<file path="src/rtl/acc_ctrl_pkg.sv">
// Shared definitions for the accumulator-machine controller/sequencer:
// state encoding, opcodes and control-word bit layout.
package acc_ctrl_pkg;

    typedef enum logic [2:0] {
        S_IDLE = 3'd0,
        S_T1   = 3'd1,
        S_T2   = 3'd2,
        S_T3   = 3'd3,
        S_T4   = 3'd4,
        S_T5   = 3'd5,
        S_T6   = 3'd6,
        S_HALT = 3'd7
    } state_t;

    localparam logic [3:0] OPC_LDA = 4'h0;
    localparam logic [3:0] OPC_ADD = 4'h1;
    localparam logic [3:0] OPC_SUB = 4'h2;
    localparam logic [3:0] OPC_MBA = 4'h3;
    localparam logic [3:0] OPC_OUT = 4'hE;
    localparam logic [3:0] OPC_HLT = 4'hF;

    localparam int CW_W   = 13;
    localparam int CW_CP  = 0;
    localparam int CW_EP  = 1;
    localparam int CW_LMN = 2;
    localparam int CW_CEN = 3;
    localparam int CW_LIN = 4;
    localparam int CW_EIN = 5;
    localparam int CW_IAN = 6;
    localparam int CW_EAN = 7;
    localparam int CW_IBN = 8;
    localparam int CW_EBN = 9;
    localparam int CW_SU  = 10;
    localparam int CW_EU  = 11;
    localparam int CW_LON = 12;

    // Every control at its deasserted level: active-low bits (LMn..EBn, LOn) high.
    localparam logic [CW_W-1:0] CW_IDLE = 13'b1_0011_1111_1100;

endpackage

</file>
<file path="src/rtl/acc_ctrl_dec.sv">
// Combinational control-word decoder: (state, opcode) -> raw control levels.
module acc_ctrl_dec
    import acc_ctrl_pkg::*;
#(
    parameter int OP_W = 4
) (
    input  state_t          i_state,
    input  logic [OP_W-1:0] i_op,
    output logic [CW_W-1:0] o_cw
);

    always_comb begin
        o_cw = CW_IDLE;
        case (i_state)
            S_T1: begin
                o_cw[CW_EP]  = 1'b1;
                o_cw[CW_LMN] = 1'b0;
            end
            S_T2: o_cw[CW_CP] = 1'b1;
            S_T3: begin
                o_cw[CW_CEN] = 1'b0;
                o_cw[CW_LIN] = 1'b0;
            end
            S_T4: begin
                case (i_op)
                    OP_W'(OPC_LDA), OP_W'(OPC_ADD), OP_W'(OPC_SUB): begin
                        o_cw[CW_EIN] = 1'b0;
                        o_cw[CW_LMN] = 1'b0;
                    end
                    OP_W'(OPC_MBA): begin
                        o_cw[CW_EBN] = 1'b0;
                        o_cw[CW_IAN] = 1'b0;
                    end
                    OP_W'(OPC_OUT): begin
                        o_cw[CW_EAN] = 1'b0;
                        o_cw[CW_LON] = 1'b0;
                    end
                    default: ;
                endcase
            end
            S_T5: begin
                case (i_op)
                    OP_W'(OPC_LDA): begin
                        o_cw[CW_CEN] = 1'b0;
                        o_cw[CW_IAN] = 1'b0;
                    end
                    OP_W'(OPC_ADD), OP_W'(OPC_SUB): begin
                        o_cw[CW_CEN] = 1'b0;
                        o_cw[CW_IBN] = 1'b0;
                    end
                    default: ;
                endcase
            end
            S_T6: begin
                // ADD and SUB share the write-back; only the ALU mode differs.
                if (i_op == OP_W'(OPC_ADD) || i_op == OP_W'(OPC_SUB)) begin
                    o_cw[CW_EU]  = 1'b1;
                    o_cw[CW_IAN] = 1'b0;
                    o_cw[CW_SU]  = (i_op == OP_W'(OPC_SUB));
                end
            end
            default: ;
        endcase
    end

endmodule

</file>
<file path="src/rtl/acc_ctrl_seq.sv">
// Ring-counter style sequencer: holds the T-state register and exposes the
// decoded control word on individual control pins.
module acc_ctrl_seq
    import acc_ctrl_pkg::*;
#(
    parameter int OP_W = 4
) (
    input  logic            CLK,
    input  logic            RST,
    input  logic            RUN,
    input  logic [OP_W-1:0] IR_op,
    output logic            Cp,
    output logic            Ep,
    output logic            LMn,
    output logic            CEn,
    output logic            LIn,
    output logic            EIn,
    output logic            IAn,
    output logic            EAn,
    output logic            IBn,
    output logic            EBn,
    output logic            Su,
    output logic            Eu,
    output logic            LOn,
    output logic            HLT,
    output logic [2:0]      TSTATE
);

    state_t          r_state;
    logic [CW_W-1:0] w_cw;

    // RUN only matters at instruction boundaries (IDLE and T6).
    always_ff @(posedge CLK) begin
        if (RST) begin
            r_state <= S_IDLE;
        end else begin
            case (r_state)
                S_IDLE: r_state <= RUN ? S_T1 : S_IDLE;
                S_T1:   r_state <= S_T2;
                S_T2:   r_state <= S_T3;
                S_T3:   r_state <= S_T4;
                S_T4:   r_state <= (IR_op == OP_W'(OPC_HLT)) ? S_HALT : S_T5;
                S_T5:   r_state <= S_T6;
                S_T6:   r_state <= RUN ? S_T1 : S_IDLE;
                S_HALT: r_state <= S_HALT;
                default: r_state <= S_IDLE;
            endcase
        end
    end

    acc_ctrl_dec #(.OP_W(OP_W)) u_dec (
        .i_state (r_state),
        .i_op    (IR_op),
        .o_cw    (w_cw)
    );

    assign Cp  = w_cw[CW_CP];
    assign Ep  = w_cw[CW_EP];
    assign LMn = w_cw[CW_LMN];
    assign CEn = w_cw[CW_CEN];
    assign LIn = w_cw[CW_LIN];
    assign EIn = w_cw[CW_EIN];
    assign IAn = w_cw[CW_IAN];
    assign EAn = w_cw[CW_EAN];
    assign IBn = w_cw[CW_IBN];
    assign EBn = w_cw[CW_EBN];
    assign Su  = w_cw[CW_SU];
    assign Eu  = w_cw[CW_EU];
    assign LOn = w_cw[CW_LON];

    assign HLT    = (r_state == S_HALT);
    assign TSTATE = (r_state == S_HALT) ? 3'd0 : r_state;

endmodule

</file>
<file path="config.mk">
export PLATFORM = sky130hd
export DESIGN_NAME = acc_ctrl_seq
export DESIGN_NICKNAME = d
export VERILOG_FILES = /design/src/rtl/acc_ctrl_pkg.sv /design/src/rtl/acc_ctrl_dec.sv /design/src/rtl/acc_ctrl_seq.sv
export SDC_FILE = /design/constraint.sdc
export NUM_CORES = 1
export LEC_CHECK = 0
export ABC_AREA = 1
export CAP_MARGIN = 5
export CORE_AREA = 5 5 42 44
export DETAILED_ROUTE_END_ITERATION = 7
export DIE_AREA = 0 0 47 49
export PLACE_DENSITY = 0.72
export REMOVE_ABC_BUFFERS = 1
export SYNTH_ARGS = -nofsm -noshare
export SYNTH_HDL_FRONTEND = slang
export SYNTH_HIERARCHICAL = 1
export SYNTH_SLANG_ARGS = --single-unit
</file>
<file path="constraint.sdc">
create_clock -name CLK -period 3.1 [get_ports CLK]
set_input_delay 0.62 -clock CLK [delete_from_list [all_inputs] [get_ports CLK]]
set_output_delay 0.62 -clock CLK [all_outputs]
set_load 0.005 [all_outputs]
</file>
## Word-level counts from Yosys, hierarchy flattened

Cells that the tools add are included.

| cells by class | value |
|---|---|
| equal/unequal tests | 12 |
| mux-type cells | 22 |
| reduce and logical (&&, ||, !) cells | 6 |

Operators with widths:

| kind | number |
|---|---|
| 3-bit case mux with 7 select lines | 1 |
| 1-bit two-way mux | 14 |
| 3-bit == test, second input constant | 4 |
| 4-bit by 2-bit == test with 1-bit output, second input constant | 2 |
| 4-bit == test, second input constant | 2 |
| 3-bit by 2-bit == test with 1-bit output, second input constant | 2 |
| 2-bit two-way mux | 3 |
| 4-bit by 1-bit == test with 1-bit output, second input constant | 1 |
| 4-bit logical NOT | 1 |
| 1-bit case mux with 2 select lines | 2 |
| 2-bit OR reduction | 2 |
| 3-bit by 1-bit == test with 1-bit output, second input constant | 1 |
| 3-bit logical NOT | 1 |
| 3-bit two-way mux | 1 |
| 1-bit case mux with 3 select lines | 1 |
| 3-bit OR reduction | 1 |
| 1-bit logical OR | 1 |

| storage, ports and cells | value |
|---|---|
| register bits | 3 |
| input port bits | 7 |

## Depth between registers and ports, before layout

Gate-level depths: netlist of the first run.

| logic depth | value |
|---|---|
| depth in word-level cells | 4 |
| depth in mapped cells | 5 |
| mapped depth without buffers | 5 |

## Hierarchy

Netlist of the first run, hierarchy kept.

Modules (own cells, without submodules):

| module | times used | cells each | area each (um^2) | sequential area each (um^2) |
|---|---|---|---|---|
| acc_ctrl_dec | 1 | 40 | 182.7 | 0.0 |
| acc_ctrl_seq | 1 | 27 | 163.9 | 60.1 |

## Worst setup path after synthesis of the first run

No wires, ideal clock.

| path | value |
|---|---|
| kind | input to output |
| from | input IR_op[2] |
| to | output IBn |
| arrival | 1.097 ns |
| data required time | 2.480 ns |
| slack | 1.383 ns |
| stages on the path | 4 |
| cell sequence | nor2_2 o21ai_2 nor2_1 o21ai_0 |

| between the ends | value |
|---|---|
| cells in the longest elaborated chain, start to end | 4 |
| elaborated cells between the ends (all ways) | 5 |
| classes of those cells | 2 x eq/ne; 2 x mux; 1 x reduce/logical |

Ends and longest elaborated chain:

| what | RTL line | text |
|---|---|---|
| start, declared | acc_ctrl_seq.sv:11 | `input logic [OP_W-1:0] IR_op,` |
| 4-bit by 2-bit == test with 1-bit output or 4-bit by 1-bit == test with 1-bit output (tied branches) | acc_ctrl_dec.sv:42 | `case (i_op)` |
| 2-bit OR reduction * | -- |  |
| 1-bit two-way mux * | acc_ctrl_dec.sv:42 |  |
| 1-bit two-way mux * | acc_ctrl_dec.sv:14 | `case (i_state)` |
| end, declared | acc_ctrl_seq.sv:20 | `output logic IBn,` |

Mark *: on every way between the ends. The rest lies on a longest branch, timed or not.

## Final worst setup path of the first run

| path | value |
|---|---|
| from | input IR_op[1] |
| to | output Eu |

| between the ends | value |
|---|---|
| cells in the longest elaborated chain, start to end | 4 |
| elaborated cells between the ends (all ways) | 5 |
| classes of those cells | 2 x eq/ne; 2 x mux; 1 x reduce/logical |

Ends and longest elaborated chain:

| what | RTL line | text |
|---|---|---|
| 4-bit by 1-bit == test with 1-bit output or 4-bit by 2-bit == test with 1-bit output (tied branches) | acc_ctrl_dec.sv:56 | `if (i_op == OP_W'(OPC_ADD) \|\| i_op == OP_W'(OPC_SUB)) begin` |
| 1-bit logical OR * | acc_ctrl_dec.sv:56 |  |
| 2-bit two-way mux * | acc_ctrl_dec.sv:56 |  |
| 2-bit two-way mux * | acc_ctrl_dec.sv:14 |  |
| end, declared | acc_ctrl_seq.sv:23 | `output logic Eu,` |

Marked as above.

==> results of run 1 <==
[routing by layer]
metal / vias up / global-route usage / part of all wire
li1: 264 / - / -
met1: 202 / 0.09011 / 0.41
met2: 12 / 0.1878 / 0.52
met3: 4 / 0.01476 / 0.045
met4: 0 / 0.08295 / 0.028
met5: - / 0 / 0
[cells in the mapped netlist, drive strengths merged]
cell type,n,share of area
a21oi,7,0.11
buf,1,0.022
dfxtp,3,0.17
inv,13,0.14
nand2,16,0.17
nand3,5,0.072
nand4,2,0.036
nor2,16,0.20
nor3,2,0.029
o21ai,2,0.040
[cells by family (layout without fill, tap and decap cells)]
family | after synthesis | count (layout) | share of synthesized area
simple gates | 41 | 41 | 0.5126
compound gates | 9 | 9 | 0.1516
flops | 3 | 3 | 0.1733
buf+inv | 14 | 40 | 0.1624
[report_power, final]
| group | leakage [µW] | internal (µW) | total (µW) | switching [µW] |
|---|---|---|---|---|
| logic | 0.000204 | 35.9 | 65.4 | 29.5 |
| registers | 0.0000247 | 42.8 | 52.3 | 9.47 |
| clock network | 0.0000150 | 48.3 | 70.3 | 21.9 |
[layout make-up]
class                      count  area (µm²)  area share
clock buffer                   4       26.28     0.04268
inverter                      13       48.80     0.07927
timing repair buffer          23       230.2      0.3740
multi-input combinational     50       230.2      0.3740
sequential                     3       60.06     0.09756
tap                           16       20.02     0.03252
[critical path, cell delays in order]
cell	delay, ps
clkdlybuf4s50_1	600
inv_2	70
nor2_1	140
nand2_1	110
a21oi_1	140
clkdlybuf4s50_1	510
[how the worst max path moves through the flow]
stage                     end  startpoint  depth (start not counted)  slack [ps]
after floorplan           IBn    IR_op[2]                          4        1380
after global placement     Eu    IR_op[1]                          6         310
after detailed placement   Eu    IR_op[1]                          6         300
after CTS                  Eu    IR_op[1]                          6         290
after global routing       Eu    IR_op[1]                          6         200
final                      Eu    IR_op[1]                          6         290
[stage by stage]
stage | utilization | instances | total power, µW | hold WS [ps] | cell area [µm²]
after floorplan | - | 66 | 80.03 | 515.5 | 339.1
after global placement | 0.4205 | 105 | 117.7 | 560.6 | 589.3
after detailed placement | 0.4205 | 105 | 118.7 | 567.3 | 589.3
after CTS | 0.4393 | 109 | 190.8 | 575.5 | 615.6
after global routing | 0.4393 | 109 | 202.8 | 616.3 | 615.6
final | 0.4393 | 109 | 187.9 | 571.3 | 615.6
[cell usage in the layout (no fill, tap or decap), drive strengths merged]
cell / Yosys / routed
clkdlybuf4s50: 0 / 23
nand2: 16 / 16
nor2: 16 / 16
inv: 13 / 13
a21oi: 7 / 7
nand3: 5 / 5
clkbuf: 0 / 4
dfxtp: 3 / 3
nor3: 2 / 2
nand4: 2 / 2
o21ai: 2 / 2
==> flow_metrics.env, run 1 <==
export IMPL_outcome="finished clean"
export IMPL_ys_seq_area_frac=0.1733
export IMPL_drc=0
export IMPL_layout_setup_ws_ps=292.8
export IMPL_r2r_slack_ps=2110
export IMPL_worst_hold_startpoint="r_state[0]"
export IMPL_synthToLayoutAreaGrowth_pct=77.62
export IMPL_clk_pin_slew_worst_paths_ps=40
export IMPL_avgSynthCellArea_um2=5.173
export IMPL_required_ps=2480
export IMPL_clockRootBuffer="clkbuf_4"
export IMPL_diodes=0
export IMPL_io_pins=24
export IMPL_timing_max_slew_rel_slack=0.7124
export IMPL_dieArea_um2=2303
export IMPL_drive_gt1_frac=0.1075
export IMPL_leakagePower_uw=0.0002433
export IMPL_ys_ff_latch=3
export IMPL_worstPathMaxFanout=7
export IMPL_firstDrtPassIters=3
export IMPL_drt_iter0_markers=8
export IMPL_vdd_drop_max_mv=0.2140
export IMPL_h_tree_depth=1
export IMPL_min_path_type="register to register"
export IMPL_grt_pass1_wl_mm=1.745
export IMPL_grt_use_total=0.1028
export IMPL_grt_max_degree=13
export IMPL_max_cap_violations=0
export IMPL_setup_viol=0
export IMPL_max_slew_worst_pin_slew_ps=430.7
export IMPL_yosysUniqueCellTypes=14
export IMPL_clock_fmax_ghz=0.3562
export IMPL_die_w_um=47
export IMPL_dp_hpwl_um=867.5
export IMPL_grt_pass1_vias=495
export IMPL_initial_core_util=0.2473
export IMPL_cts_repair_resized=0
export IMPL_core_area_um2=1401
export IMPL_vias=482
export IMPL_crit_type="input port to output pin"
export IMPL_die_h_um=49
export IMPL_place_gp_congestion=0.6908
export IMPL_cts_buffers=3
export IMPL_cts_path_max_buffers=2
export IMPL_ys_warn_count=6
export IMPL_rsz0062_at_grt="no"
export IMPL_pre_cts_ws_ps=299.1
export IMPL_postCtsSetupBuffers=0
export IMPL_syn_inst=67
export IMPL_cp_start_kind="input port"
export IMPL_arrival_ps=2190
export IMPL_num_rows=14
export IMPL_slew_viol_final=0
export IMPL_finalCritPeriodShare=0.9055
export IMPL_antenna_found_initial=0
export IMPL_final_nets=101
export IMPL_insertion_delay_ps=230
export IMPL_period_needed_ps=2807
export IMPL_tritoncts="done"
export IMPL_fin_setup_tns_ps=0
export IMPL_route_antenna_remaining_nets=0
export IMPL_powerDensity_nw_per_um2=305.3
export IMPL_finClkSkew_ps=0.7826
export IMPL_io_buffers=23
export IMPL_cts_sinks=3
export IMPL_routedWlPerCell_um=9.394
export IMPL_whs_path_depth=2
export IMPL_hold_buffers=0
export IMPL_r2r_end="r_state[1]"
export IMPL_cp_end_kind="output pin"
export IMPL_finalHoldViolCount=0
export IMPL_wirelength_mm=1.024
export IMPL_via_per_inst=4.422
export IMPL_grt_overflow=0
export IMPL_worst_r2r_path_depth=3
export IMPL_synth_area_um2=346.6
export IMPL_fillerInstances=162
No activity file was read; power rests on OpenSTA's default activity.
==> run 2, diff against run 1 <==
--- a/config.mk
+++ b/config.mk
@@ -6,6 +6,7 @@
 export NUM_CORES = 1
 export LEC_CHECK = 0
 export ABC_AREA = 1
+export ABC_CLOCK_PERIOD_IN_PS = 3100
 export CAP_MARGIN = 5
 export CORE_AREA = 5 5 42 44
 export DETAILED_ROUTE_END_ITERATION = 7
==> results of run 2 <==
Final layout, timing and power as in run 1 (identical DEF).
